[src/rtl/wb_demux_pkg.sv]
// Shared definitions for the write-back demultiplexer: default geometry
// and the holding-buffer state encoding.
package wb_demux_pkg;

  localparam int WIDTH_DEF = 8;
  localparam int NDEST_DEF = 4;
  localparam int SELW_DEF  = 2;

  // EMPTY: nothing buffered. FULL: one item held in data_q/sel_q.
  typedef enum logic {
    ST_EMPTY = 1'b0,
    ST_FULL  = 1'b1
  } state_t;

endpackage

[src/rtl/wb_demux_if.sv]
// Result-bus bundle between the ALU side (producer) and the destination
// registers (consumers).
//
// Handshake rules, both sides: a transfer happens on a rising clk edge where
// valid and ready are both high. A producer holding valid keeps its payload
// stable until the transfer; ready may depend combinationally on the other
// side, valid never depends on ready. On the output side the valid is one-hot
// and bit i pairs with out_ready[i]; out_data is shared by all destinations.
interface wb_demux_if
  import wb_demux_pkg::*;
#(
  parameter int WIDTH = WIDTH_DEF,
  parameter int NDEST = NDEST_DEF,
  parameter int SELW  = SELW_DEF
);
  logic             in_valid;
  logic             in_ready;
  logic [WIDTH-1:0] in_data;
  logic [SELW-1:0]  in_sel;
  logic [NDEST-1:0] out_valid;
  logic [NDEST-1:0] out_ready;
  logic [WIDTH-1:0] out_data;

  // Demux side: accepts results, offers them to one destination.
  modport slave (
    input  in_valid, in_data, in_sel, out_ready,
    output in_ready, out_valid, out_data
  );

  // Environment side: drives results and destination readies.
  modport master (
    output in_valid, in_data, in_sel, out_ready,
    input  in_ready, out_valid, out_data
  );
endinterface

[src/rtl/wb_demux_sat_counter8.sv]
// 8-bit event counter; sat=1 sticks at 255, sat=0 wraps 255->0.
module sat_counter8 (
  input  logic       clk,
  input  logic       reset,
  input  logic       en,
  input  logic       sat,
  output logic [7:0] count
);

  // Count enabled events, holding at the top value only in saturate mode.
  always_ff @(posedge clk or posedge reset) begin
    if (reset) begin
      count <= 8'd0;
    end else if (en && !(sat && (count == 8'hFF))) begin
      count <= count + 8'd1;
    end
  end

endmodule

[src/rtl/wb_demux.sv]
// 1-to-NDEST write-back demultiplexer with a single-entry holding buffer.
// Input is registered before being offered, so there is no combinational
// in->out path; in_ready passes through when the held item leaves this cycle.
module wb_demux
  import wb_demux_pkg::*;
#(
  parameter int WIDTH = WIDTH_DEF,
  parameter int NDEST = NDEST_DEF,
  parameter int SELW  = SELW_DEF
) (
  input  logic        clk,
  input  logic        reset,
  wb_demux_if.slave   bus,
  output logic [7:0]  xfer_count,
  output logic [7:0]  err_count,
  output state_t      state
);

  localparam logic [SELW:0] NDEST_L = (SELW+1)'(NDEST);

  state_t           state_q;
  state_t           state_n;
  logic [WIDTH-1:0] data_q;
  logic [SELW-1:0]  sel_q;
  logic             sel_ok;
  logic             in_ready;
  logic             in_fire;
  logic             out_fire;
  logic             load;
  logic             err_inc;

  assign sel_ok   = ({1'b0, bus.in_sel} < NDEST_L);
  assign out_fire = (state_q == ST_FULL) && bus.out_ready[sel_q];
  assign in_ready = (state_q == ST_EMPTY) || out_fire;
  assign in_fire  = bus.in_valid && in_ready;
  assign err_inc  = in_fire && !sel_ok;

  assign bus.in_ready = in_ready;
  assign bus.out_data = data_q;
  assign state        = state_q;

  // State register.
  always_ff @(posedge clk or posedge reset) begin
    if (reset) begin
      state_q <= ST_EMPTY;
    end else begin
      state_q <= state_n;
    end
  end

  // Next state and buffer load; invalid selects are dropped, never buffered.
  always_comb begin
    state_n = state_q;
    load    = 1'b0;
    case (state_q)
      ST_EMPTY: begin
        if (in_fire && sel_ok) begin
          state_n = ST_FULL;
          load    = 1'b1;
        end
      end
      ST_FULL: begin
        if (out_fire) begin
          if (in_fire && sel_ok) begin
            state_n = ST_FULL;
            load    = 1'b1;
          end else begin
            state_n = ST_EMPTY;
          end
        end
      end
      default: state_n = ST_EMPTY;
    endcase
  end

  // Holding buffer; keeps its contents while EMPTY.
  always_ff @(posedge clk or posedge reset) begin
    if (reset) begin
      data_q <= '0;
      sel_q  <= '0;
    end else if (load) begin
      data_q <= bus.in_data;
      sel_q  <= bus.in_sel;
    end
  end

  // One-hot decode of the held destination, all zero while EMPTY.
  always_comb begin
    bus.out_valid = '0;
    for (int i = 0; i < NDEST; i++) begin
      bus.out_valid[i] = (state_q == ST_FULL) && (sel_q == SELW'(i));
    end
  end

  sat_counter8 u_xfer_cnt (
    .clk   (clk),
    .reset (reset),
    .en    (out_fire),
    .sat   (1'b0),
    .count (xfer_count)
  );

  sat_counter8 u_err_cnt (
    .clk   (clk),
    .reset (reset),
    .en    (err_inc),
    .sat   (1'b1),
    .count (err_count)
  );

endmodule

[src/flat_wrapper.sv]
// flat-port wrapper written by rule: the top's interface ports become plain ports
module wb_demux_flat import wb_demux_pkg::*;
#(
  parameter int WIDTH = WIDTH_DEF,
  parameter int NDEST = NDEST_DEF,
  parameter int SELW  = SELW_DEF
)
  (clk, reset, xfer_count, err_count, state, bus_in_valid, bus_in_data, bus_in_sel, bus_out_ready, bus_in_ready, bus_out_valid, bus_out_data);
  wb_demux_if #(.WIDTH(WIDTH), .NDEST(NDEST), .SELW(SELW)) bus_i ();
  input  logic clk;
  input  logic reset;
  output logic [7:0] xfer_count;
  output logic [7:0] err_count;
  output state_t state;
  input wire logic [$bits(bus_i.in_valid)-1:0] bus_in_valid;
  input wire logic [$bits(bus_i.in_data)-1:0] bus_in_data;
  input wire logic [$bits(bus_i.in_sel)-1:0] bus_in_sel;
  input wire logic [$bits(bus_i.out_ready)-1:0] bus_out_ready;
  output wire logic [$bits(bus_i.in_ready)-1:0] bus_in_ready;
  output wire logic [$bits(bus_i.out_valid)-1:0] bus_out_valid;
  output wire logic [$bits(bus_i.out_data)-1:0] bus_out_data;
  assign bus_i.in_valid = bus_in_valid;
  assign bus_i.in_data = bus_in_data;
  assign bus_i.in_sel = bus_in_sel;
  assign bus_i.out_ready = bus_out_ready;
  assign bus_in_ready = bus_i.in_ready;
  assign bus_out_valid = bus_i.out_valid;
  assign bus_out_data = bus_i.out_data;
  wb_demux #(.WIDTH(WIDTH), .NDEST(NDEST), .SELW(SELW)) u_core (.clk(clk), .reset(reset), .bus(bus_i), .xfer_count(xfer_count), .err_count(err_count), .state(state));
endmodule
[config.mk]
export PLATFORM = sky130hd
export DESIGN_NAME = wb_demux_flat
export DESIGN_NICKNAME = d
export VERILOG_FILES = /design/src/rtl/wb_demux_pkg.sv /design/src/rtl/wb_demux_if.sv /design/src/rtl/wb_demux_sat_counter8.sv /design/src/rtl/wb_demux.sv /design/src/flat_wrapper.sv
export SDC_FILE = /design/constraint.sdc
export NUM_CORES = 1
export LEC_CHECK = 0
export CAP_MARGIN = 5
export CORE_UTILIZATION = 45
export CTS_BUF_LIST = sky130_fd_sc_hd__clkbuf_4 sky130_fd_sc_hd__clkbuf_8
export CTS_CLUSTER_DIAMETER = 150
export DETAILED_ROUTE_END_ITERATION = 6
export DONT_BUFFER_PORTS = 1
export GPL_ROUTABILITY_DRIVEN = 1
export GPL_TIMING_DRIVEN = 0
export PLACE_DENSITY = 0.59
export SLEW_MARGIN = 25
export SYNTH_ARGS = -nofsm -noshare
export SYNTH_HDL_FRONTEND = slang
export SYNTH_SLANG_ARGS = --single-unit
export TNS_END_PERCENT = 1
[constraint.sdc]
create_clock -name clk -period 3.9 [get_ports clk]
set_clock_uncertainty 0.1 [all_clocks]
set_input_delay 0.585 -clock clk [delete_from_list [all_inputs] [get_ports clk]]
set_output_delay 0.585 -clock clk [all_outputs]
set_load 0.01 [all_outputs]
After elaboration in Yosys (flattened, before gate mapping)
Cells that the tools add are included.
Word-level totals
  input port bits: 17
  register bits after elaboration: 19
  output and inout port bits: 30
  logic and storage cells: 25
Operators by class
  bitwise operators: 1
  add/sub/neg operators: 1
  multiplexer cells: 7
  order comparisons: 1
  equality and inequality tests: 3
  reduce and logical (&&, ||, !) cells: 8
Operator list (count)
  $add 8x1->8 const B: 1
  $logic_and 1x1->1: 6
  $eq 2x2->1 const B: 2
  $mux 1: 4
  $pmux 1 s2: 2
  $lt 2x3->1 const B: 1
  $bmux 1 s2: 1
  $eq 2x1->1 const B: 1
  $logic_not 2->1: 1
  $logic_or 1x1->1: 1
  $not 1->1: 1

Logic depth before layout (Yosys ltp)
  depth in word-level cells: 8
  mapped depth: 6
  gate-level depth less buffers: 4

Hierarchy
A second synthesis with hierarchy kept.
Second synthesis, totals
  cells, all modules: 118
  area, all modules: 1375.1 sq um
Modules (own cells, without submodules)
  sat_counter8: seq. area each 200.2 sq um, area each 422.9 sq um, times used 2, cells each 38
  wb_demux: seq. area each 275.3 sq um, area each 529.3 sq um, times used 1, cells each 42

Worst setup path before layout
Ideal clock, no wire load.
  path type: input -> output
  from: input bus_out_ready[3]
  to: output bus_in_ready
  arrival: 1.233 ns
  setup slack: 1.982 ns
  cell stages on the path: 2
  data required time: 3.215 ns
  path buffers: 0
  path through: mux4_2 > nand2b_4
On the way
  cells in the longest elaborated chain, start to end: 4
RTL lines
  from (decl): line flat_wrapper.sv:18  | input wire logic [$bits(bus_i.out_ready)-1:0] bus_out_ready;
  $bmux 1 s2: line wb_demux.sv:33  | assign out_fire = (state_q == ST_FULL) && bus.out_ready[sel_q];
  $mux 1 (not written as such): line wb_demux.sv:33
  $logic_and 1x1->1: line wb_demux.sv:33
  $logic_or 1x1->1: line wb_demux.sv:34  | assign in_ready = (state_q == ST_EMPTY) || out_fire;
  to (decl): line flat_wrapper.sv:19  | output wire logic [$bits(bus_i.in_ready)-1:0] bus_in_ready;
No other way between the ends. The select of a mux whose other input is x is not followed.

Final worst setup path
  from: register u_core.sel_q[0]
  to: output bus_in_ready
On the way
  cells in the longest elaborated chain, start to end: 4
RTL lines
  from (decl): line wb_demux.sv:24  | logic [SELW-1:0] sel_q;
  from (signal assigned): line wb_demux.sv:83  | sel_q <= bus.in_sel;
  $bmux 1 s2: line wb_demux.sv:33
  $mux 1 (not written as such): line wb_demux.sv:33
  $logic_and 1x1->1: line wb_demux.sv:33
  $logic_or 1x1->1: line wb_demux.sv:34
No other way between the ends. The select of a mux whose other input is x is not followed.

==> metrics.csv <==
metric;value;unit
outcome;completed;
setup_ws;1730;ps
drc;0;
start_util;0.491;
synthMuxAreaShare;0.197;
yosys.cell_types.count;27;
synth_edf_count;0;
io_buffers;0;
grt_max_degree;20;
hold_ws;178;ps
endpoint_kind;primary output;
worstPathRequired;3210;ps
io_pins;47;
rr_endpoint;u_core.bus.out_data[6];
synth-seq-cells;19;
antenna_found_initial;0;
crit_chain;mux4_2, nand2b_4;
synth-simple-area-share;0.139;
dieArea;2370;µm²
crit_type;flop to primary output;
relSlewSlack;0.520;
async_flop_share;1.00;
hold_viol;0;
post-route-period-util;0.557;
clock_latency;290;ps
cts-root-buf;clkbuf_4;
grt_usage;0.144;
cts_hold_buf;0;
drive_above_1_share;0.360;
clock-sinks;19;
postCtsSetupBuffers;0;
cts_max_level;1;
rsz0062_at_grt;false;
ys_seq_area_frac;0.484;
diodes;0;
synthCells;75;
numCtsBuffers;3;
die_h;48.7;µm
dp_slack;1950;ps
rows;16;
grt-ovfl-total;0;
synth_warnings;0;
period_needed;2170;ps
power.density;637;nW/µm²
setup.worst_path.start_class;flop;
drt_iter0_markers;0;
synth_xor_area_frac;0.0624;
synth_ff_type;dfrtp_1;
grt_first_pass_wirelength;2570;µm
finish.utilization;0.534;
crit_arrival;1490;ps
wl_per_cell;13.6;µm
crit_buf_inv;0;
vias;561;
gp_congestion;0.713;
dp_hpwl;1160;µm
core-area;2000;µm²
setup-violations-final;0;
wirelength;1540;µm
clk_path_buf_depth;2;
nFillCells;181;
rr_startpoint;u_core.sel_q[0];
maxSlewViolCount;0;
cp_top_family;multiplexers;
area_growth;8.92;%
die_x;48.7;µm
tns;0;ps
drv_cap;0;
maxClockFrequency;461;MHz
synth_area;982;µm²
reg2reg_depth;4;
critPathMaxStageDelay;540;ps
ir_drop;264;µV
final_nets;105;
synth_compound_area_frac;0.0153;
drtPass1Iterations;1;
cpMaxStageDelayCell;mux4_2;
ctsResizeCount;0;
cp_max_fo;7;
synth_top_family_by_area;multiplexers;
power_leakage;0.526;nW
cts.clk_slew.worst_paths;110;ps
r2r_slack;2040;ps
synthAdderAreaFrac;0.0127;
antenna_left;0;
hold_path_class;input pin to asynchronous set/reset pin;
grt_pass1_vias;581;
power;0.681;mW
cts_tree;yes;
viasPerCell;4.96;
tightest_slew;719;ps
postSynthAreaPerCell;13.1;µm²
==> power breakdown <==
group / switching (mW) / internal [mW]
sequential: 0.103 / 0.262
clock: 0.0585 / 0.0381
combinational: 0.0891 / 0.130
==> cell type report <==
type / count / area (µm²) / share of cell area
plain buffers: 10 / 76.3 / 0.0713
clock buffers: 3 / 22.5 / 0.0211
clock inverters: 1 / 5.00 / 0.00468
inverters: 2 / 7.51 / 0.00702
multi-input cells: 51 / 449 / 0.420
flip-flops and latches: 19 / 475 / 0.444
well taps: 27 / 33.8 / 0.0316
==> per-layer routing <==
layer | vias to the layer above | track usage | wire length [µm]
li1 | 264 | - | -
met1 | 270 | 0.164 | 654
met2 | 25 | 0.241 | 761
met3 | 2 | 0.0440 | 104
met4 | 0 | 0.0735 | 15
met5 | - | 0 | 0
==> registers in the layout (all words and copies together) (netlist names) <==
signal                   cells
u_core.sel_q                 2
u_core.u_xfer_cnt.count      8
u_core.bus.out_data          8
u_core.state                 1
==> cell usage in the layout (no fill, tap or decap), types with 2 or more instances in the layout <==
cell / Yosys / routed
nor2_1: 2 / 2
dfrtp_1: 19 / 19
mux2_4: 10 / 10
xnor2_1: 6 / 6
nand4_1: 5 / 5
clkbuf_4: 0 / 3
buf_4: 8 / 8
a21oi_1: 2 / 2
conb_1: 1 / 8
and3_1: 2 / 2
nand2_1: 3 / 3
==> worst max-delay path by stage <==
stage	slack, ps	cells past startpoint	endpoint	startpoint
floorplan	1980	2	bus_in_ready	bus_out_ready[3]
global route	1640	2	bus_in_ready	u_core.sel_q[0]
finish	1730	2	bus_in_ready	u_core.sel_q[0]
detailed placement	1950	4	u_core.bus.out_data[2]	bus_out_ready[3]
CTS	1710	2	bus_in_ready	u_core.sel_q[0]
global placement	1970	2	bus_in_ready	bus_out_ready[3]
==> through the flow <==
step / cells / instance area (µm²)
6_report: 113 / 1070
4_1_cts: 113 / 1070
2_1_floorplan: 82 / 1010
3_3_place_gp: 109 / 1040
5_1_grt: 113 / 1070
3_5_place_dp: 109 / 1040
==> logic make-up after synthesis <==
kind of cell	Yosys count
AO/OA/AOI/OAI	3
XOR/XNOR	7
adder cells (fa/ha/maj)	1
buffers and inverters	12
flip-flops	19
multiplexers	13
other	1
AND/OR/NAND/NOR	19
==> Yosys cell counts, types with 2 or more instances <==
| cell type | count | area, µm² |
|---|---|---|
| nor2_1 | 2 | 7.51 |
| buf_4 | 8 | 60.1 |
| mux2_4 | 10 | 150 |
| dfrtp_1 | 19 | 475 |
| and3_1 | 2 | 12.5 |
| xnor2_1 | 6 | 52.6 |
| nand2_1 | 3 | 11.3 |
| a21oi_1 | 2 | 10.0 |
| nand4_1 | 5 | 31.3 |
Power figures use the tool's default switching activity.
